<file path="src/rtl/lcd_pkg.sv">
// Shared definitions for the character-LCD bus engines (reader and writer).
// Holds the read-engine state encoding, the default bus timing in 50 MHz
// clock cycles, the RS encodings and a small helper used to size the phase
// timer.
package lcd_pkg;

  // Read-engine states.
  typedef enum logic [2:0] {
    ST_IDLE  = 3'd0,
    ST_SETUP = 3'd1,
    ST_EN_HI = 3'd2,
    ST_HOLD  = 3'd3,
    ST_GAP   = 3'd4
  } lcd_rd_state_e;

  // Default bus timing in 50 MHz cycles (20 ns each).
  localparam int LCD_T_AS      = 8;     // RS/RW setup before EN rises, >=140 ns
  localparam int LCD_T_EN      = 25;    // EN high, >=450 ns, covers 320 ns data delay
  localparam int LCD_T_H       = 2;     // RS/RW hold after EN falls
  localparam int LCD_T_GAP     = 16;    // recovery so a full cycle is >=1000 ns
  localparam int LCD_MAX_POLLS = 1000;  // busy-flag reads before giving up

  // Register-select encodings.
  localparam logic LCD_RS_CMD  = 1'b0;  // busy flag / address counter
  localparam logic LCD_RS_DATA = 1'b1;  // DDRAM / CGRAM data

  // Largest of four phase lengths; sizes the shared phase counter.
  function automatic int lcd_max4(input int a, input int b, input int c, input int d);
    int m;
    m = a;
    if (b > m) m = b;
    if (c > m) m = c;
    if (d > m) m = d;
    return m;
  endfunction

endpackage

</file>
<file path="src/rtl/lcd_bus_reader_if.sv">
// Request / LCD-bus bundle for lcd_bus_reader.
//   requester side : iSTART, iRS, iPOLL in; oBUSY, oDONE, oDATA, oBF, oAC,
//                    oTIMEOUT, oRD_ACTIVE back
//   LCD pins       : LCD_RW, LCD_EN, LCD_RS out; LCD_DATA_IN from the
//                    top-level tristate
// The 'slave' modport is the reader engine; 'master' is the top level /
// requester that also owns the LCD_DATA tristate.
interface lcd_bus_reader_if;

  logic       iSTART;
  logic       iRS;
  logic       iPOLL;
  logic [7:0] LCD_DATA_IN;
  logic       LCD_RW;
  logic       LCD_EN;
  logic       LCD_RS;
  logic       oRD_ACTIVE;
  logic       oBUSY;
  logic       oDONE;
  logic [7:0] oDATA;
  logic       oBF;
  logic [6:0] oAC;
  logic       oTIMEOUT;

  modport master (
    output iSTART, iRS, iPOLL, LCD_DATA_IN,
    input  LCD_RW, LCD_EN, LCD_RS, oRD_ACTIVE, oBUSY, oDONE,
    input  oDATA, oBF, oAC, oTIMEOUT
  );

  modport slave (
    input  iSTART, iRS, iPOLL, LCD_DATA_IN,
    output LCD_RW, LCD_EN, LCD_RS, oRD_ACTIVE, oBUSY, oDONE,
    output oDATA, oBF, oAC, oTIMEOUT
  );

endinterface

</file>
<file path="src/rtl/lcd_phase_timer.sv">
// Loadable down-counter timing one bus phase.
//   iCLK, iRST : clock, synchronous active-high reset
//   load       : reload with load_val (phase length minus one)
//   load_val   : cycles to count after the load cycle
//   done       : counter has reached zero, i.e. the current phase cycle is
//                the last one of the phase
module lcd_phase_timer #(
  parameter int W = 5
) (
  input  logic         iCLK,
  input  logic         iRST,
  input  logic         load,
  input  logic [W-1:0] load_val,
  output logic         done
);

  logic [W-1:0] cnt_r;

  // Count down to zero and park there until the next phase reloads.
  always_ff @(posedge iCLK) begin
    if (iRST) begin
      cnt_r <= {W{1'b0}};
    end else if (load) begin
      cnt_r <= load_val;
    end else if (cnt_r != {W{1'b0}}) begin
      cnt_r <= cnt_r - {{(W-1){1'b0}}, 1'b1};
    end
  end

  assign done = (cnt_r == {W{1'b0}});

endmodule

</file>
<file path="src/rtl/lcd_bus_reader.sv">
// Read-side engine for the HD44780-style character LCD parallel bus.
// Runs one timed read cycle (RW=1) per request: busy-flag/address-counter
// (RS=0) or data (RS=1). In poll mode it repeats busy-flag reads until BF
// clears or MAX_POLLS reads have been made.
//   iCLK, iRST : 50 MHz clock, synchronous active-high reset
//   bus        : request handshake, results and LCD pins (slave modport)
// All outputs are registered; each state's outputs are set on the edge
// that enters it, so a phase of N cycles shows N cycles on the pins.
module lcd_bus_reader
  import lcd_pkg::*;
#(
  parameter int T_AS      = LCD_T_AS,
  parameter int T_EN      = LCD_T_EN,
  parameter int T_H       = LCD_T_H,
  parameter int T_GAP     = LCD_T_GAP,
  parameter int MAX_POLLS = LCD_MAX_POLLS
) (
  input logic            iCLK,
  input logic            iRST,
  lcd_bus_reader_if.slave bus
);

  localparam int PW = $clog2(lcd_max4(T_AS, T_EN, T_H, T_GAP) + 1);
  localparam int CW = $clog2(MAX_POLLS + 1);
  // Counter value while the MAX_POLLS-th read is in flight.
  localparam logic [CW-1:0] LAST_POLL = CW'(MAX_POLLS - 1);

  lcd_rd_state_e state_r;
  logic          rs_r;      // RS latched at request time
  logic          poll_r;    // request was a poll
  logic          again_r;   // GAP goes back to SETUP instead of IDLE
  logic [CW-1:0] polls_r;   // completed busy reads minus one in this poll

  logic          load_s;
  logic [PW-1:0] load_val_s;
  logic          done_s;

  lcd_phase_timer #(.W(PW)) u_timer (
    .iCLK     (iCLK),
    .iRST     (iRST),
    .load     (load_s),
    .load_val (load_val_s),
    .done     (done_s)
  );

  // Reload the phase timer with the length of the phase being entered.
  always_comb begin
    load_s     = 1'b0;
    load_val_s = {PW{1'b0}};
    case (state_r)
      ST_IDLE: begin
        if (bus.iSTART) begin
          load_s     = 1'b1;
          load_val_s = PW'(T_AS - 1);
        end else begin
          load_s     = 1'b0;
        end
      end
      ST_SETUP: begin
        load_s     = done_s;
        load_val_s = PW'(T_EN - 1);
      end
      ST_EN_HI: begin
        load_s     = done_s;
        load_val_s = PW'(T_H - 1);
      end
      ST_HOLD: begin
        load_s     = done_s;
        load_val_s = PW'(T_GAP - 1);
      end
      ST_GAP: begin
        // Only matters when looping back for another poll read.
        load_s     = done_s;
        load_val_s = PW'(T_AS - 1);
      end
      default: begin
        load_s     = 1'b0;
        load_val_s = {PW{1'b0}};
      end
    endcase
  end

  // Sequencer with registered bus pins and results.
  always_ff @(posedge iCLK) begin
    if (iRST) begin
      state_r        <= ST_IDLE;
      rs_r           <= LCD_RS_CMD;
      poll_r         <= 1'b0;
      again_r        <= 1'b0;
      polls_r        <= {CW{1'b0}};
      bus.LCD_RW     <= 1'b0;
      bus.LCD_EN     <= 1'b0;
      bus.LCD_RS     <= 1'b0;
      bus.oRD_ACTIVE <= 1'b0;
      bus.oBUSY      <= 1'b0;
      bus.oDONE      <= 1'b0;
      bus.oDATA      <= 8'h00;
      bus.oBF        <= 1'b0;
      bus.oAC        <= 7'h00;
      bus.oTIMEOUT   <= 1'b0;
    end else begin
      bus.oDONE <= 1'b0;
      case (state_r)
        ST_IDLE: begin
          if (bus.iSTART) begin
            // Polling always reads the busy flag.
            rs_r           <= bus.iPOLL ? LCD_RS_CMD : bus.iRS;
            bus.LCD_RS     <= bus.iPOLL ? LCD_RS_CMD : bus.iRS;
            poll_r         <= bus.iPOLL;
            polls_r        <= {CW{1'b0}};
            again_r        <= 1'b0;
            bus.LCD_RW     <= 1'b1;
            bus.oRD_ACTIVE <= 1'b1;
            bus.oBUSY      <= 1'b1;
            state_r        <= ST_SETUP;
          end
        end
        ST_SETUP: begin
          if (done_s) begin
            bus.LCD_EN <= 1'b1;
            state_r    <= ST_EN_HI;
          end
        end
        ST_EN_HI: begin
          if (done_s) begin
            // Sample on the last EN-high cycle, while data is still driven.
            bus.LCD_EN <= 1'b0;
            bus.oDATA  <= bus.LCD_DATA_IN;
            if (rs_r == LCD_RS_CMD) begin
              bus.oBF <= bus.LCD_DATA_IN[7];
              bus.oAC <= bus.LCD_DATA_IN[6:0];
            end
            state_r <= ST_HOLD;
          end
        end
        ST_HOLD: begin
          if (done_s) begin
            bus.LCD_RW     <= 1'b0;
            bus.LCD_RS     <= 1'b0;
            bus.oRD_ACTIVE <= 1'b0;
            state_r        <= ST_GAP;
            // oDATA holds the byte just read; decide whether we are finished.
            if (!poll_r || !bus.oDATA[7]) begin
              bus.oDONE    <= 1'b1;
              bus.oTIMEOUT <= 1'b0;
              again_r      <= 1'b0;
            end else if (polls_r != LAST_POLL) begin
              polls_r <= polls_r + {{(CW-1){1'b0}}, 1'b1};
              again_r <= 1'b1;
            end else begin
              bus.oDONE    <= 1'b1;
              bus.oTIMEOUT <= 1'b1;
              again_r      <= 1'b0;
            end
          end
        end
        ST_GAP: begin
          if (done_s) begin
            if (again_r) begin
              bus.LCD_RW     <= 1'b1;
              bus.LCD_RS     <= rs_r;
              bus.oRD_ACTIVE <= 1'b1;
              state_r        <= ST_SETUP;
            end else begin
              bus.oBUSY <= 1'b0;
              state_r   <= ST_IDLE;
            end
          end
        end
        default: begin
          state_r <= ST_IDLE;
        end
      endcase
    end
  end

endmodule

</file>
<file path="src/flat_wrapper.sv">
// flat-port wrapper written by rule: the top's interface ports become plain ports
module lcd_bus_reader_flat import lcd_pkg::*;
#(
  parameter int T_AS      = LCD_T_AS,
  parameter int T_EN      = LCD_T_EN,
  parameter int T_H       = LCD_T_H,
  parameter int T_GAP     = LCD_T_GAP,
  parameter int MAX_POLLS = LCD_MAX_POLLS
)
  (iCLK, iRST, bus_iSTART, bus_iRS, bus_iPOLL, bus_LCD_DATA_IN, bus_LCD_RW, bus_LCD_EN, bus_LCD_RS, bus_oRD_ACTIVE, bus_oBUSY, bus_oDONE, bus_oDATA, bus_oBF, bus_oAC, bus_oTIMEOUT);
  lcd_bus_reader_if bus_i ();
  input logic iCLK;
  input logic iRST;
  input wire logic [$bits(bus_i.iSTART)-1:0] bus_iSTART;
  input wire logic [$bits(bus_i.iRS)-1:0] bus_iRS;
  input wire logic [$bits(bus_i.iPOLL)-1:0] bus_iPOLL;
  input wire logic [$bits(bus_i.LCD_DATA_IN)-1:0] bus_LCD_DATA_IN;
  output wire logic [$bits(bus_i.LCD_RW)-1:0] bus_LCD_RW;
  output wire logic [$bits(bus_i.LCD_EN)-1:0] bus_LCD_EN;
  output wire logic [$bits(bus_i.LCD_RS)-1:0] bus_LCD_RS;
  output wire logic [$bits(bus_i.oRD_ACTIVE)-1:0] bus_oRD_ACTIVE;
  output wire logic [$bits(bus_i.oBUSY)-1:0] bus_oBUSY;
  output wire logic [$bits(bus_i.oDONE)-1:0] bus_oDONE;
  output wire logic [$bits(bus_i.oDATA)-1:0] bus_oDATA;
  output wire logic [$bits(bus_i.oBF)-1:0] bus_oBF;
  output wire logic [$bits(bus_i.oAC)-1:0] bus_oAC;
  output wire logic [$bits(bus_i.oTIMEOUT)-1:0] bus_oTIMEOUT;
  assign bus_i.iSTART = bus_iSTART;
  assign bus_i.iRS = bus_iRS;
  assign bus_i.iPOLL = bus_iPOLL;
  assign bus_i.LCD_DATA_IN = bus_LCD_DATA_IN;
  assign bus_LCD_RW = bus_i.LCD_RW;
  assign bus_LCD_EN = bus_i.LCD_EN;
  assign bus_LCD_RS = bus_i.LCD_RS;
  assign bus_oRD_ACTIVE = bus_i.oRD_ACTIVE;
  assign bus_oBUSY = bus_i.oBUSY;
  assign bus_oDONE = bus_i.oDONE;
  assign bus_oDATA = bus_i.oDATA;
  assign bus_oBF = bus_i.oBF;
  assign bus_oAC = bus_i.oAC;
  assign bus_oTIMEOUT = bus_i.oTIMEOUT;
  lcd_bus_reader #(.T_AS(T_AS), .T_EN(T_EN), .T_H(T_H), .T_GAP(T_GAP), .MAX_POLLS(MAX_POLLS)) u_core (.iCLK(iCLK), .iRST(iRST), .bus(bus_i));
endmodule
</file>
<file path="config.mk">
export PLATFORM = sky130hd
export DESIGN_NAME = lcd_bus_reader_flat
export DESIGN_NICKNAME = d
export VERILOG_FILES = /design/src/rtl/lcd_pkg.sv /design/src/rtl/lcd_bus_reader_if.sv /design/src/rtl/lcd_phase_timer.sv /design/src/rtl/lcd_bus_reader.sv /design/src/flat_wrapper.sv
export SDC_FILE = /design/constraint.sdc
export NUM_CORES = 1
export LEC_CHECK = 0
export ABC_CLOCK_PERIOD_IN_PS = 3830
export CAP_MARGIN = 25
export CORE_UTILIZATION = 56
export CTS_CLUSTER_SIZE = 24
export DETAILED_ROUTE_END_ITERATION = 8
export PLACE_DENSITY = 0.91
export SLEW_MARGIN = 0
export SYNTH_ARGS = -nofsm -noshare
export SYNTH_HDL_FRONTEND = slang
export SYNTH_SLANG_ARGS = --single-unit
</file>
<file path="constraint.sdc">
create_clock -name iCLK -period 3.83 [get_ports iCLK]
set_input_delay 0.766 -clock iCLK [delete_from_list [all_inputs] [get_ports iCLK]]
set_output_delay 0.766 -clock iCLK [all_outputs]
set_load 0.005 [all_outputs]
</file>
==> impl_metrics.py <==
metrics = {
    "sta": {
        "period_share_pct": 67.91,
        "post-route-min-period_ps": 2601,
        "setup_viol": 0,
        "slew_viol_final": 0,
        "tns_ps": 0,
        "worst_slew_pin_slew_ps": 798.8,
        "max_slew_margin_pct": 46.59,
        "fin_skew_ps": 6.927,
        "hold_viol_final": 0,
        "fmax_ghz": 0.3845,
        "rsz0062_at_grt": "no",
    },
    "layout": {
        "antenna_cells": 0,
        "syn2layout_area_growth_pct": 22.29,
        "register_area_um2": 860.8,
        "drive_gt1_share_pct": 7.692,
        "fill_cells": 250,
        "layout.cells.non_filler": 319,
        "multi_input_area_um2": 1127,
        "utilization_pct": 73.79,
        "final_common_cell": "dfxtp_1",
        "nNetsFinal": 287,
        "mostFrequentLayoutCells": "43 x dfxtp_1, 35 x clkdlybuf4s50_1, 32 x nand2_1",
    },
    "route": {
        "drt-initial-drc-count": 146,
        "ant_nets": 0,
        "first_pass_iters": 5,
        "drc_errors": 0,
        "dr_total_vias": 1896,
        "wirelength_mm": 5.140,
        "via_per_inst": 5.944,
        "wl_per_cell_um": 16.11,
    },
    "synthesis": {
        "muxShareOfSynthArea_pct": 7.771,
        "synth_xor_area_share_pct": 1.265,
        "seq_area_frac_synth_pct": 41.45,
        "synth_cells": 242,
        "synth_top_family_by_area": "simple AND/OR/NAND/NOR gates",
        "synthAdderAreaFrac_pct": 1.205,
        "synth_cell_types": 46,
        "synth_area_leaders": "dfxtp_1 41%, mux2i_1 7.2%, nand2_1 5.8%",
        "yosys.area_share.simple_pct": 24.34,
        "synth-main-ff-cell": "dfxtp_1",
        "yosysTopAreaCell": "dfxtp_1",
        "synth_edf_count": 0,
        "synth_area_um2": 2077,
        "synth_top_area_share_pct": 41.45,
        "synth_compound_area_share_pct": 19.70,
        "avgSynthCellArea_um2": 8.583,
        "synth_seq_cells": 43,
        "ys_warn_count": 0,
        "synth-async-reset-ratio_pct": 0,
        "syn-num-nets": 257,
    },
    "setup_path": {
        "critPathMaxFanout": 17,
        "startpoint_type": "flop",
        "rrSetupSlack_ps": 1230,
        "crit_slowest_cell": "nand3b_1",
        "slowest_delay_ps": 680,
        "path_delay_family": "simple AND/OR/NAND/NOR gates",
        "worst_ep_arrival_time_ps": 2790,
        "path_buf_inv": 1,
        "crit_chain": "inv_1 > ha_1 > nor4b_4 > nand3b_1 > o21ai_0 > a21oi_1",
        "cp.required_ps": 4020,
        "critPathKind": "flop to flop",
        "critPathCaptureType": "flop",
    },
    "die": {
        "row_count": 21,
        "core_area_um2": 3442,
        "die_h_um": 62.90,
        "io_pins": 36,
        "die_area_um2": 3956,
        "start_util_pct": 60.34,
        "die_x_um": 62.90,
    },
    "placement": {
        "routabilityCongestion": 0.8920,
        "place_inst": 311,
        "port_buffers": 35,
        "dp_hpwl_mm": 3.369,
    },
    "pwr": {
        "sw_frac_of_total_pct": 32.59,
        "combinationalPowerShare_pct": 25.1,
        "p_int_uw": 749.8,
        "clkPwrFrac_pct": 27.9,
        "seq_power_share_pct": 47.0,
        "leakage_nw": 0.8942,
        "power.density_nw_per_um2": 437.9,
        "irDropWorstVdd_mv": 0.3146,
        "finalPower_mw": 1.112,
        "p_sw_uw": 362.5,
    },
    "min_path": {
        "hold_class": "flop to flop",
    },
    "clock_network": {
        "cts_buffer_depth": 2,
        "cts_tree": "yes",
        "clock_latency_ps": 300,
        "ctsRootBufferMaster": "clkbuf_8",
        "numCtsBuffers": 5,
        "htree_levels": 2,
        "cts_hold_buf": 0,
        "clock-sinks": 43,
        "cts_resized": 0,
        "post_cts_buffers": 0,
        "path_clk_slew_ps": 80,
    },
    "grt": {
        "grtUsageTotal_pct": 27.13,
        "grt_antenna_before_repair": 0,
        "overflow": 0,
        "grt_max_degree": 19,
        "grt_pass1_wl_mm": 8.335,
        "grt_pass1_vias": 1817,
    },
    "outcome": {
        "run_status": "complete, no violations",
    },
    "run": {
        "maxCapViolCount": 0,
    },
}
[cell type report]
class / instances / share of cell area (%)
sequential: 43 / 33.89
timing repair buffer: 38 / 14.68
clock buffer: 6 / 3.251
tap: 46 / 2.266
multi-input combinational: 178 / 44.38
inverter: 6 / 0.8867
clock inverter: 2 / 0.6404
[worst paths after layout]
kind,startpoint,endpoint,cells after the start
worst min-delay path,u_core.polls_r[9],u_core.polls_r[9],2
worst max-delay path,u_core.u_timer.cnt_r[0],u_core.bus.oAC[5],6
worst max register to register,u_core.u_timer.cnt_r[0],u_core.bus.oAC[5],6
worst min register to register,u_core.polls_r[9],u_core.polls_r[9],2
[logic make-up after synthesis]
kind of cell,Yosys count
AO/OA/AOI/OAI,63
XOR/XNOR,3
flip-flops,43
adder cells (fa/ha/maj),2
multiplexers,16
AND/OR/NAND/NOR,94
buffers and inverters,21
[synth_stat cells, types with 2 or more instances]
master / instances
a211oi_1: 8
a21oi_1: 19
a31oi_1: 4
and2_1: 2
buf_2: 5
clkbuf_1: 8
dfxtp_1: 43
ha_1: 2
inv_1: 6
mux2i_1: 15
nand2_1: 32
nand2b_1: 4
nand3_1: 6
nand3b_1: 2
nor2_1: 20
nor2b_1: 2
nor3_1: 6
nor4_1: 2
nor4b_4: 2
o211ai_1: 2
o21ai_0: 16
o31a_1: 3
o31ai_1: 4
or3_1: 6
xnor2_1: 2
[tightest hold or removal path: cells and delay by family, from the launching register on]
family / cells / cell delay [ps]
AND/OR/NAND/NOR: 1 / 60
multiplexers: 1 / 50
flip-flops: 1 / 330
[sequential cells by signal, indices dropped and copies added (netlist names), 3 cells and up]
| signal | count |
|---|---|
| u_core.polls_r | 10 |
| u_core.bus.oDATA | 8 |
| u_core.state_r | 3 |
| u_core.bus.oAC | 7 |
| u_core.u_timer.cnt_r | 5 |
[metrics by stage]
| stage | hold slack (ps) | instance area [um^2] | worst slack, ps |
|---|---|---|---|
| 2_1_floorplan | 444.8 | 2077 | 1912 |
| 3_3_place_gp | 459.4 | 2441 | 1329 |
| 3_5_place_dp | 470.7 | 2441 | 1248 |
| 4_1_cts | 481.0 | 2540 | 1282 |
| 5_1_grt | 517.7 | 2540 | 1053 |
| 6_report | 482.0 | 2540 | 1229 |
[routing by layer]
metal	vias up	part of all wire [%]	GRT usage, %
met5	-	0	0
met2	69	49	44.22
met3	5	6.6	9.489
met4	0	1.1	9.884
li1	926	-	-
met1	896	44	32.61
[power groups by stage]
stage / logic (mW) / clock network [mW] / registers, mW
floorplan: 0.208 / 0 / 0.514
global placement: 0.263 / 0 / 0.529
detailed placement: 0.273 / 0 / 0.531
CTS: 0.277 / 0.313 / 0.521
global route: 0.308 / 0.333 / 0.527
finish: 0.279 / 0.310 / 0.523
Note: power is estimated with default switching activity, not from simulation.
